$ cat src/rtl/fpu_pkg.sv
// Shared FPU definitions: RISC-V rounding-mode encoding and binary32 field widths.
package fpu_pkg;

    typedef enum logic [2:0] {
        RNE = 3'b000,
        RTZ = 3'b001,
        RDN = 3'b010,
        RUP = 3'b011,
        RMM = 3'b100
    } roundmode_e;

    localparam int unsigned FP32_BIAS   = 127;
    localparam int unsigned FP32_MANT_W = 23;
    localparam int unsigned FP32_EXP_W  = 8;

endpackage

$ cat src/rtl/fpu_lzc.sv
// Parametrised leading-zero counter; cnt_o is only meaningful when all_zero_o is 0.
module fpu_lzc #(
    parameter int unsigned WIDTH = 32
) (
    input  logic [WIDTH-1:0]         in_i,
    output logic [$clog2(WIDTH)-1:0] cnt_o,
    output logic                     all_zero_o
);

    localparam int unsigned CNT_W = $clog2(WIDTH);

    logic found;

    always_comb begin
        cnt_o = '0;
        found = 1'b0;
        for (int i = WIDTH - 1; i >= 0; i--) begin
            if (!found && in_i[i]) begin
                cnt_o = CNT_W'(WIDTH - 1 - i);
                found = 1'b1;
            end
        end
    end

    assign all_zero_o = ~|in_i;

endmodule

$ cat src/rtl/fpu_int2fp_pipe.sv
// Two-stage integer to binary32 converter: stage 1 takes magnitude and leading zeros,
// stage 2 normalises, rounds and registers the result.
module fpu_int2fp_pipe
    import fpu_pkg::*;
#(
    parameter int unsigned INT_WIDTH = 32,
    parameter int unsigned TAG_WIDTH = 4
) (
    input  logic                 clk_i,
    input  logic                 rst_ni,
    input  logic                 flush_i,
    input  logic                 in_valid_i,
    output logic                 in_ready_o,
    input  logic [INT_WIDTH-1:0] int_i,
    input  logic                 unsigned_i,
    input  logic [2:0]           rm_i,
    input  logic [TAG_WIDTH-1:0] tag_i,
    output logic                 out_valid_o,
    input  logic                 out_ready_i,
    output logic [31:0]          fp_o,
    output logic                 nx_o,
    output logic [TAG_WIDTH-1:0] tag_o
);

    localparam int unsigned LZ_W  = $clog2(INT_WIDTH);
    localparam int unsigned PAD   = FP32_MANT_W + 2;
    localparam int unsigned EXT_W = INT_WIDTH + PAD;
    localparam int unsigned G_POS = EXT_W - 2 - FP32_MANT_W;

    // Handshake: a transfer happens on a rising edge where valid and ready are both high;
    // valid never depends on ready, and a held result keeps its data stable until taken.
    logic adv1, adv2, accept;

    logic                 s1_valid_q;
    logic                 s1_sign_q, s1_zero_q;
    logic [INT_WIDTH-1:0] s1_mag_q;
    logic [LZ_W-1:0]      s1_lz_q;
    logic [2:0]           s1_rm_q;
    logic [TAG_WIDTH-1:0] s1_tag_q;

    logic                 s2_valid_q;
    logic [31:0]          fp_q;
    logic                 nx_q;
    logic [TAG_WIDTH-1:0] tag_q;

    assign adv2       = ~s2_valid_q | out_ready_i;
    assign adv1       = ~s1_valid_q | adv2;
    assign in_ready_o = adv1;
    assign accept     = in_valid_i & adv1;

    // Stage 1: sign/magnitude split, the signed minimum wraps to 2^(INT_WIDTH-1)
    logic                 s1_sign_d;
    logic [INT_WIDTH-1:0] s1_mag_d;
    logic [LZ_W-1:0]      s1_lz_d;
    logic                 s1_zero_d;

    assign s1_sign_d = ~unsigned_i & int_i[INT_WIDTH-1];
    assign s1_mag_d  = s1_sign_d ? (-int_i) : int_i;

    fpu_lzc #(
        .WIDTH(INT_WIDTH)
    ) u_lzc (
        .in_i      (s1_mag_d),
        .cnt_o     (s1_lz_d),
        .all_zero_o(s1_zero_d)
    );

    always_ff @(posedge clk_i or negedge rst_ni) begin
        if (!rst_ni) begin
            s1_valid_q <= 1'b0;
            s1_sign_q  <= 1'b0;
            s1_zero_q  <= 1'b1;
            s1_mag_q   <= '0;
            s1_lz_q    <= '0;
            s1_rm_q    <= 3'b000;
            s1_tag_q   <= '0;
        end else begin
            if (flush_i) begin
                s1_valid_q <= 1'b0;
            end else if (adv1) begin
                s1_valid_q <= accept;
            end
            if (accept) begin
                s1_sign_q <= s1_sign_d;
                s1_zero_q <= s1_zero_d;
                s1_mag_q  <= s1_mag_d;
                s1_lz_q   <= s1_lz_d;
                s1_rm_q   <= rm_i;
                s1_tag_q  <= tag_i;
            end
        end
    end

    // Stage 2: the zero pad keeps the field slices legal for narrow INT_WIDTH
    logic [INT_WIDTH-1:0]   norm;
    logic [EXT_W-1:0]       ext;
    logic [FP32_MANT_W-1:0] mant;
    logic                   guard, sticky, round_up, carry;
    logic [FP32_MANT_W:0]   mant_sum;
    logic [FP32_EXP_W-1:0]  exp_base, exp_fin;
    logic [31:0]            fp_d;
    logic                   nx_d;

    assign norm   = s1_mag_q << s1_lz_q;
    assign ext    = {norm, {PAD{1'b0}}};
    assign mant   = ext[EXT_W-2 -: FP32_MANT_W];
    assign guard  = ext[G_POS];
    assign sticky = |ext[G_POS-1:0];

    always_comb begin
        round_up = 1'b0;
        case (s1_rm_q)
            RTZ:     round_up = 1'b0;
            RDN:     round_up = (guard | sticky) & s1_sign_q;
            RUP:     round_up = (guard | sticky) & ~s1_sign_q;
            RMM:     round_up = guard;
            default: round_up = guard & (sticky | mant[0]);
        endcase
    end

    assign mant_sum = {1'b0, mant} + {{FP32_MANT_W{1'b0}}, round_up};
    assign carry    = mant_sum[FP32_MANT_W];
    assign exp_base = FP32_EXP_W'(FP32_BIAS + INT_WIDTH - 1) - FP32_EXP_W'(s1_lz_q);
    assign exp_fin  = exp_base + {{(FP32_EXP_W-1){1'b0}}, carry};

    always_comb begin
        fp_d = {s1_sign_q, exp_fin, mant_sum[FP32_MANT_W-1:0]};
        nx_d = guard | sticky;
        if (s1_zero_q) begin
            fp_d = 32'h0000_0000;
            nx_d = 1'b0;
        end
    end

    always_ff @(posedge clk_i or negedge rst_ni) begin
        if (!rst_ni) begin
            s2_valid_q <= 1'b0;
            fp_q       <= '0;
            nx_q       <= 1'b0;
            tag_q      <= '0;
        end else begin
            if (flush_i) begin
                s2_valid_q <= 1'b0;
            end else if (adv2) begin
                s2_valid_q <= s1_valid_q;
            end
            if (adv2 && s1_valid_q) begin
                fp_q  <= fp_d;
                nx_q  <= nx_d;
                tag_q <= s1_tag_q;
            end
        end
    end

    assign out_valid_o = s2_valid_q;
    assign fp_o        = fp_q;
    assign nx_o        = nx_q;
    assign tag_o       = tag_q;

endmodule

$ cat config.mk
export PLATFORM = sky130hd
export DESIGN_NAME = fpu_int2fp_pipe
export DESIGN_NICKNAME = d
export VERILOG_FILES = /design/src/rtl/fpu_pkg.sv /design/src/rtl/fpu_lzc.sv /design/src/rtl/fpu_int2fp_pipe.sv
export SDC_FILE = /design/constraint.sdc
export NUM_CORES = 1
export LEC_CHECK = 0
export BUFFER_PORTS_ARGS = -buffer_cell sky130_fd_sc_hd__buf_4
export CAP_MARGIN = 30
export CORE_ASPECT_RATIO = 0.6
export CORE_MARGIN = 5
export CORE_UTILIZATION = 62
export CTS_BUF_LIST = sky130_fd_sc_hd__clkbuf_8
export CTS_CLUSTER_DIAMETER = 40
export DETAILED_ROUTE_END_ITERATION = 10
export PLACE_DENSITY_LB_ADDON = 0.15
export SETUP_SLACK_MARGIN = 0.3
export SLEW_MARGIN = 20
export SYNTH_ARGS = -nofsm -noshare
export SYNTH_HDL_FRONTEND = slang
export SYNTH_SLANG_ARGS = --single-unit
$ cat constraint.sdc
create_clock -name clk_i -period 4.57 [get_ports clk_i]
set_clock_uncertainty 0.15 [all_clocks]
set_input_delay 0.457 -clock clk_i [delete_from_list [all_inputs] [get_ports clk_i]]
set_output_delay 0.457 -clock clk_i [all_outputs]
set_load 0.1 [all_outputs]
[After elaboration in Yosys (flattened, before gate mapping)]
Index checks and enable logic that the tools add are counted.
Cells by class
  add/subtract/negate cells: 4
  eq/ne operators: 4
  shift-type cells: 1
  multiplexer cells: 70
  bitwise logic cells: 13
  reductions and logical operators: 68
Operators with widths (count)
  2-to-1 mux 5 bit: 16
  2-to-1 mux 32 bit: 2
  2-to-1 mux 1 bit: 37
  logical AND 1 bit: 32
  zero test 1 bit: 32
  2-to-1 mux 4 bit: 8
  negator 32 bit: 1
  OR reduction 32 bit: 1
  left shift 32 x 5 -> 31 bit: 1
  adder 23 x 1 -> 24 bit: 1
  2-to-1 mux 3 bit: 4
  adder 8 x 1 -> 8 bit: 1
  subtractor 8 x 5 -> 8 bit, first input constant: 1
  OR reduction 7 bit: 1
  equality test 3 x 2 -> 1 bit, second input constant: 2
  AND 1 bit: 5
  2-to-1 mux 2 bit: 2
  inverter 1 bit: 4
  bitwise OR 1 bit: 4
  one-hot mux 1 bit (4 select lines): 1
  nonzero test 2 bit: 2
  equality test 3 x 1 -> 1 bit, second input constant: 1
  equality test 3 bit, second input constant: 1
Word-level totals
  register bits after elaboration: 85
  input bits: 45
  output and inout port bits: 39

[Logic depth before layout (Yosys ltp)]
  depth in word-level cells: 97
  depth in mapped cells: 20
  mapped depth without buffers: 18

[Hierarchy]
Synthesis repeated with hierarchy kept, for this count alone.
Second synthesis, totals
  cell total of the unflattened synthesis: 678
  area, all modules: 6761.5 um^2
Modules (own cells, without submodules)
  fpu_int2fp_pipe: times used 1, cells each 601, area an instance 6272.3 um^2, seq. area each 2103.3 um^2
  fpu_lzc: times used 1, cells each 77, area an instance 489.2 um^2, seq. area each 0.0 um^2

[Least setup slack after synthesis]
Ideal clock, no wire load.
  path kind: register to register
  start: register s1_lz_q[0]
  end: register fp_q[27], in the netlist fp_o[27]
  arrival time: 3831 ps
  required time: 4298 ps
  path slack: 467 ps
  stages on the path, launching flop included: 21
  buffers on the path: 2
  path through: dfrtp_1 -> buf_2 -> buf_4 -> mux2i_1 -> mux2_2 -> o22ai_1 -> a21oi_1 -> a31o_2 -> nand2b_1 -> maj3_1 -> a21oi_1 -> nor2b_1 -> ha_1 -> nand3_1 -> nor4_1 -> nand3_1 -> ha_1 -> ha_1 -> nand3_1 -> xnor2_1 -> a22o_1
On the way
  longest elaborated chain between the ends: 8
Ends and longest elaborated chain
  start: declaration: line fpu_int2fp_pipe.sv:37  | logic [LZ_W-1:0] s1_lz_q;
  start signal: assignment: line fpu_int2fp_pipe.sv:87  | s1_lz_q <= s1_lz_d;
  left shift 32 x 5 -> 31 bit: line fpu_int2fp_pipe.sv:104  | assign norm = s1_mag_q << s1_lz_q;
  OR reduction 7 bit: line fpu_int2fp_pipe.sv:108  | assign sticky = |ext[G_POS-1:0];
  bitwise OR 1 bit (on tied branches): line fpu_int2fp_pipe.sv:117, fpu_int2fp_pipe.sv:114, fpu_int2fp_pipe.sv:115
  AND 1 bit (on tied branches): line fpu_int2fp_pipe.sv:117, fpu_int2fp_pipe.sv:114, fpu_int2fp_pipe.sv:115
  one-hot mux 1 bit (4 select lines): line fpu_int2fp_pipe.sv:112  | case (s1_rm_q)
  adder 23 x 1 -> 24 bit: line fpu_int2fp_pipe.sv:121  | assign mant_sum = {1'b0, mant} + {{FP32_MANT_W{1'b0}}, round_up};
  adder 8 x 1 -> 8 bit *: line fpu_int2fp_pipe.sv:124  | assign exp_fin = exp_base + {{(FP32_EXP_W-1){1'b0}}, carry};
  2-to-1 mux 32 bit *: line fpu_int2fp_pipe.sv:129  | if (s1_zero_q) begin
  end signal: assignment: line fpu_int2fp_pipe.sv:148  | fp_q <= fp_d;
  end: declaration: line fpu_int2fp_pipe.sv:42  | logic [31:0] fp_q;
Every way passes the cells marked *; elsewhere a longest branch is shown, timed or not.
A chain may end at the register's enable or synchronous reset.

[Final worst setup path]
  start: register s1_lz_q[0]
  end: register fp_q[24], in the netlist fp_o[24]
The elaborated chain is that of the path after synthesis.

==> flow_summary.json <==
{
  "grt_usage": 0.338,
  "p_clk_frac": 0.181,
  "tightest_slew_ns": 0.968,
  "die-area_sq_mm": 0.0142,
  "synth_cells": 844,
  "htree_levels": 3,
  "critPathMaxStageDelay_ns": 0.60,
  "setup_viol": 0,
  "worstPathCellList": "mux2i_1 -> mux2_2 -> o22a_1 -> a31o_2 -> nand2b_1 -> maj3_1 -> a21oi_1 -> nor2b_1 -> ha_1 -> nand3_1 -> nor4_2 -> nand3_1 -> ha_1 -> ha_1 -> o31ai_1",
  "yosys_warnings": 0,
  "clkTransAtPathRegs_ns": 0.09,
  "grt_start_max_net_pins": 55,
  "ys.flop_type": "dfrtp_1",
  "start_util": 0.642,
  "p_sw_frac": 0.481,
  "routedWlPerCell_um": 21.9,
  "critPathCaptureType": "register",
  "seq_area_frac_synth": 0.286,
  "ir_drop_mv": 0.277,
  "hold_path_class": "input port to register",
  "area_delta_synth_final_pct": 14.4,
  "slowest_stage": "dfrtp_4",
  "gp_routability_congestion": 1.03,
  "yosys.cell_types.count": 87,
  "cp.required_ns": 4.66,
  "critPathLaunchType": "register",
  "die_x_um": 151,
  "synth-seq-cells": 84,
  "postSynthNetCount": 895,
  "seq_power_share": 0.281,
  "p_comb_frac": 0.538,
  "vias_per_cell": 6.83,
  "drive_above_1_share": 0.238,
  "syn_area_sq_mm": 0.00734,
  "critical_path_class": "register to register",
  "fin_ws_ns": 0.431,
  "path_max_fanout": 15,
  "ios": 84,
  "hold_viol_final": 0,
  "cap_violations": 0,
  "place_ws_ns": 0.386,
  "p_per_area_mw_per_mm2": 426,
  "final.period_utilization": 0.906,
  "cts_tree": "built",
  "grt_pass1_vias": 6896,
  "nets": 964,
  "cts_buffer_depth": 2,
  "utilization": 0.734,
  "dr.pass1.iters": 6,
  "coreArea_sq_mm": 0.0114,
  "drt_iter0_drc": 853,
  "root_buffer": "clkbuf_8",
  "final_cell_mix": "nand2_1, buf_4, dfrtp_1, nor2_1, o21ai_0",
  "final_common_cell": "nand2_1",
  "rows": 30,
  "finalPower_mw": 3.58,
  "portBuffers": 83,
  "slew_violations": 0,
  "max_slew_margin": 0.355,
  "antenna_found_initial": 0,
  "fmax_mhz": 242,
  "placed_area_sq_mm": 0.00812,
  "arrival_ns": 4.23,
  "numCtsBuffers": 9,
  "drc": 0,
  "setup_tns_ns": 0,
  "postLayoutCellArea_sq_mm": 0.00841,
  "num_antenna_cells": 0,
  "rsz0062_at_grt": "false",
  "die_y_um": 94.3,
  "outcome": "complete, no violations",
  "synthArstFlopShare": 1.00,
  "wirelength_mm": 23.6,
  "period_minus_slack_ns": 4.14,
  "clock-sinks": 84,
  "synth_area_per_cell_sq_um": 8.70,
  "p_int_mw": 1.86,
  "leakagePower_nw": 3.48,
  "p_sw_mw": 1.72,
  "vias": 7356,
  "dp_hpwl_mm": 18.1,
  "clock_latency_ns": 0.37,
  "critPathMostFrequentCell": "ha_1",
  "grt_pass1_wl_mm": 37.5,
  "synth_edf_count": 0,
  "drtAntennaViolNets": 0,
  "overflow": 0
}
-- worst max-delay path, delay by kind of cell, from the launching register on --
| family | cells | cell delay, ns |
|---|---|---|
| compound gates | 4 | 0.89 |
| fa+ha+maj | 4 | 0.96 |
| mux | 2 | 0.54 |
| simple gates | 5 | 0.87 |
| flops | 1 | 0.60 |
-- through the flow --
stage | hold WS [ns] | std cells
6_report | 0.0946 | 1077
5_1_grt | 0.0889 | 1077
3_3_place_gp | 0.303 | 1059
4_1_cts | 0.0864 | 1076
2_1_floorplan | 0.0114 | 844
3_5_place_dp | 0.322 | 1060
-- cell families (layout without fill, tap and decap cells) --
| family | Yosys count | in the layout | synth area share |
|---|---|---|---|
| DFF | 84 | 84 | 0.286 |
| and+or+nand+nor | 334 | 334 | 0.230 |
| buffers and inverters | 77 | 150 | 0.0526 |
| muxes | 77 | 77 | 0.158 |
| adders and majority gates | 7 | 7 | 0.0116 |
| xor gates and xnor gates | 55 | 55 | 0.0656 |
| AOI/OAI and AO/OA | 210 | 210 | 0.196 |
-- cell type report --
cell class / instances / area (sq um)
clock buffer: 9 / 124
clock inverter: 6 / 113
fill: 820 / 3040
inverter: 15 / 56.3
multi-input combinational: 683 / 4880
sequential: 84 / 2110
tap: 160 / 200
timing repair buffer: 120 / 923
-- registers in the layout, indices dropped and copies added (netlist names), 3 cells and up --
register	count
s1_rm_q	3
fp_o	32
s1_lz_q	5
tag_o	4
s1_tag_q	4
s1_mag_q	31
-- path summary, 6_finish.rpt --
check / from / to / slack [ns] / depth (start not counted)
setup / recovery: s1_lz_q[0] / fp_o[24] / 0.43 / 15
hold / removal: flush_i / s1_valid_q / 0.09 / 2
setup reg to reg: s1_lz_q[0] / fp_o[24] / 0.43 / 15
hold reg to reg: fp_o[28] / fp_o[28] / 0.34 / 2
max in group asynchronous: rst_ni / s1_lz_q[0] / 2.81 / 3
min in group asynchronous: rst_ni / s1_mag_q[29] / 0.47 / 2
-- layer usage --
| metal | track usage | share of wire | up-vias |
|---|---|---|---|
| met1 | 0.509 | 0.43 | 3544 |
| met5 | 0 | 0 | - |
| met4 | 0.0616 | 0.012 | 0 |
| li1 | - | - | 3283 |
| met3 | 0.137 | 0.15 | 39 |
| met2 | 0.457 | 0.41 | 490 |
-- cells in the mapped netlist (4+ instances only) --
cell / count / share of area
nand2_1: 126 / 0.064
dfrtp_1: 83 / 0.28
nor2_1: 67 / 0.034
o21ai_0: 64 / 0.044
clkbuf_1: 42 / 0.021
xnor2_1: 36 / 0.043
mux4_2: 29 / 0.089
mux2i_1: 28 / 0.038
a21oi_1: 25 / 0.017
nand3_1: 25 / 0.017
a22o_1: 23 / 0.027
mux2_2: 20 / 0.031
nor3_1: 20 / 0.014
xor2_1: 19 / 0.023
o31ai_1: 14 / 0.014
nor4_1: 13 / 0.011
inv_1: 12 / 0.0061
nand4_1: 12 / 0.010
a31oi_1: 10 / 0.0085
and2_1: 10 / 0.0085
nand2b_1: 10 / 0.0085
o22ai_1: 7 / 0.0060
buf_2: 6 / 0.0041
clkbuf_8: 6 / 0.011
ha_1: 6 / 0.010
nor2b_1: 6 / 0.0051
o2111ai_1: 6 / 0.0072
and3_1: 5 / 0.0043
o211ai_1: 5 / 0.0051
or2_2: 5 / 0.0043
a21o_1: 4 / 0.0041
a22oi_1: 4 / 0.0041
o41ai_1: 4 / 0.0048
or4_1: 4 / 0.0041
-- power by group through the flow --
stage               Combinational (mW)  Clock (mW)  Sequential [mW]
floorplan                        0.806           0             1.61
finish                            1.93       0.647             1.01
global route                      2.02       0.678             1.02
global placement                  1.85           0            0.998
detailed placement                1.88           0             1.01
CTS                               1.89       0.648             1.00
-- timing repair --
action | CTS | global route
setup endpoints to repair | 1 | 10
endpoints found under the hold margin | 42 | 0
setup buffers | 0 | 1
gates resized for setup | 1 | 8
hold buffers | 1 | 0
pin swaps | 0 | 2
Note: power is estimated with default switching activity, not from simulation.
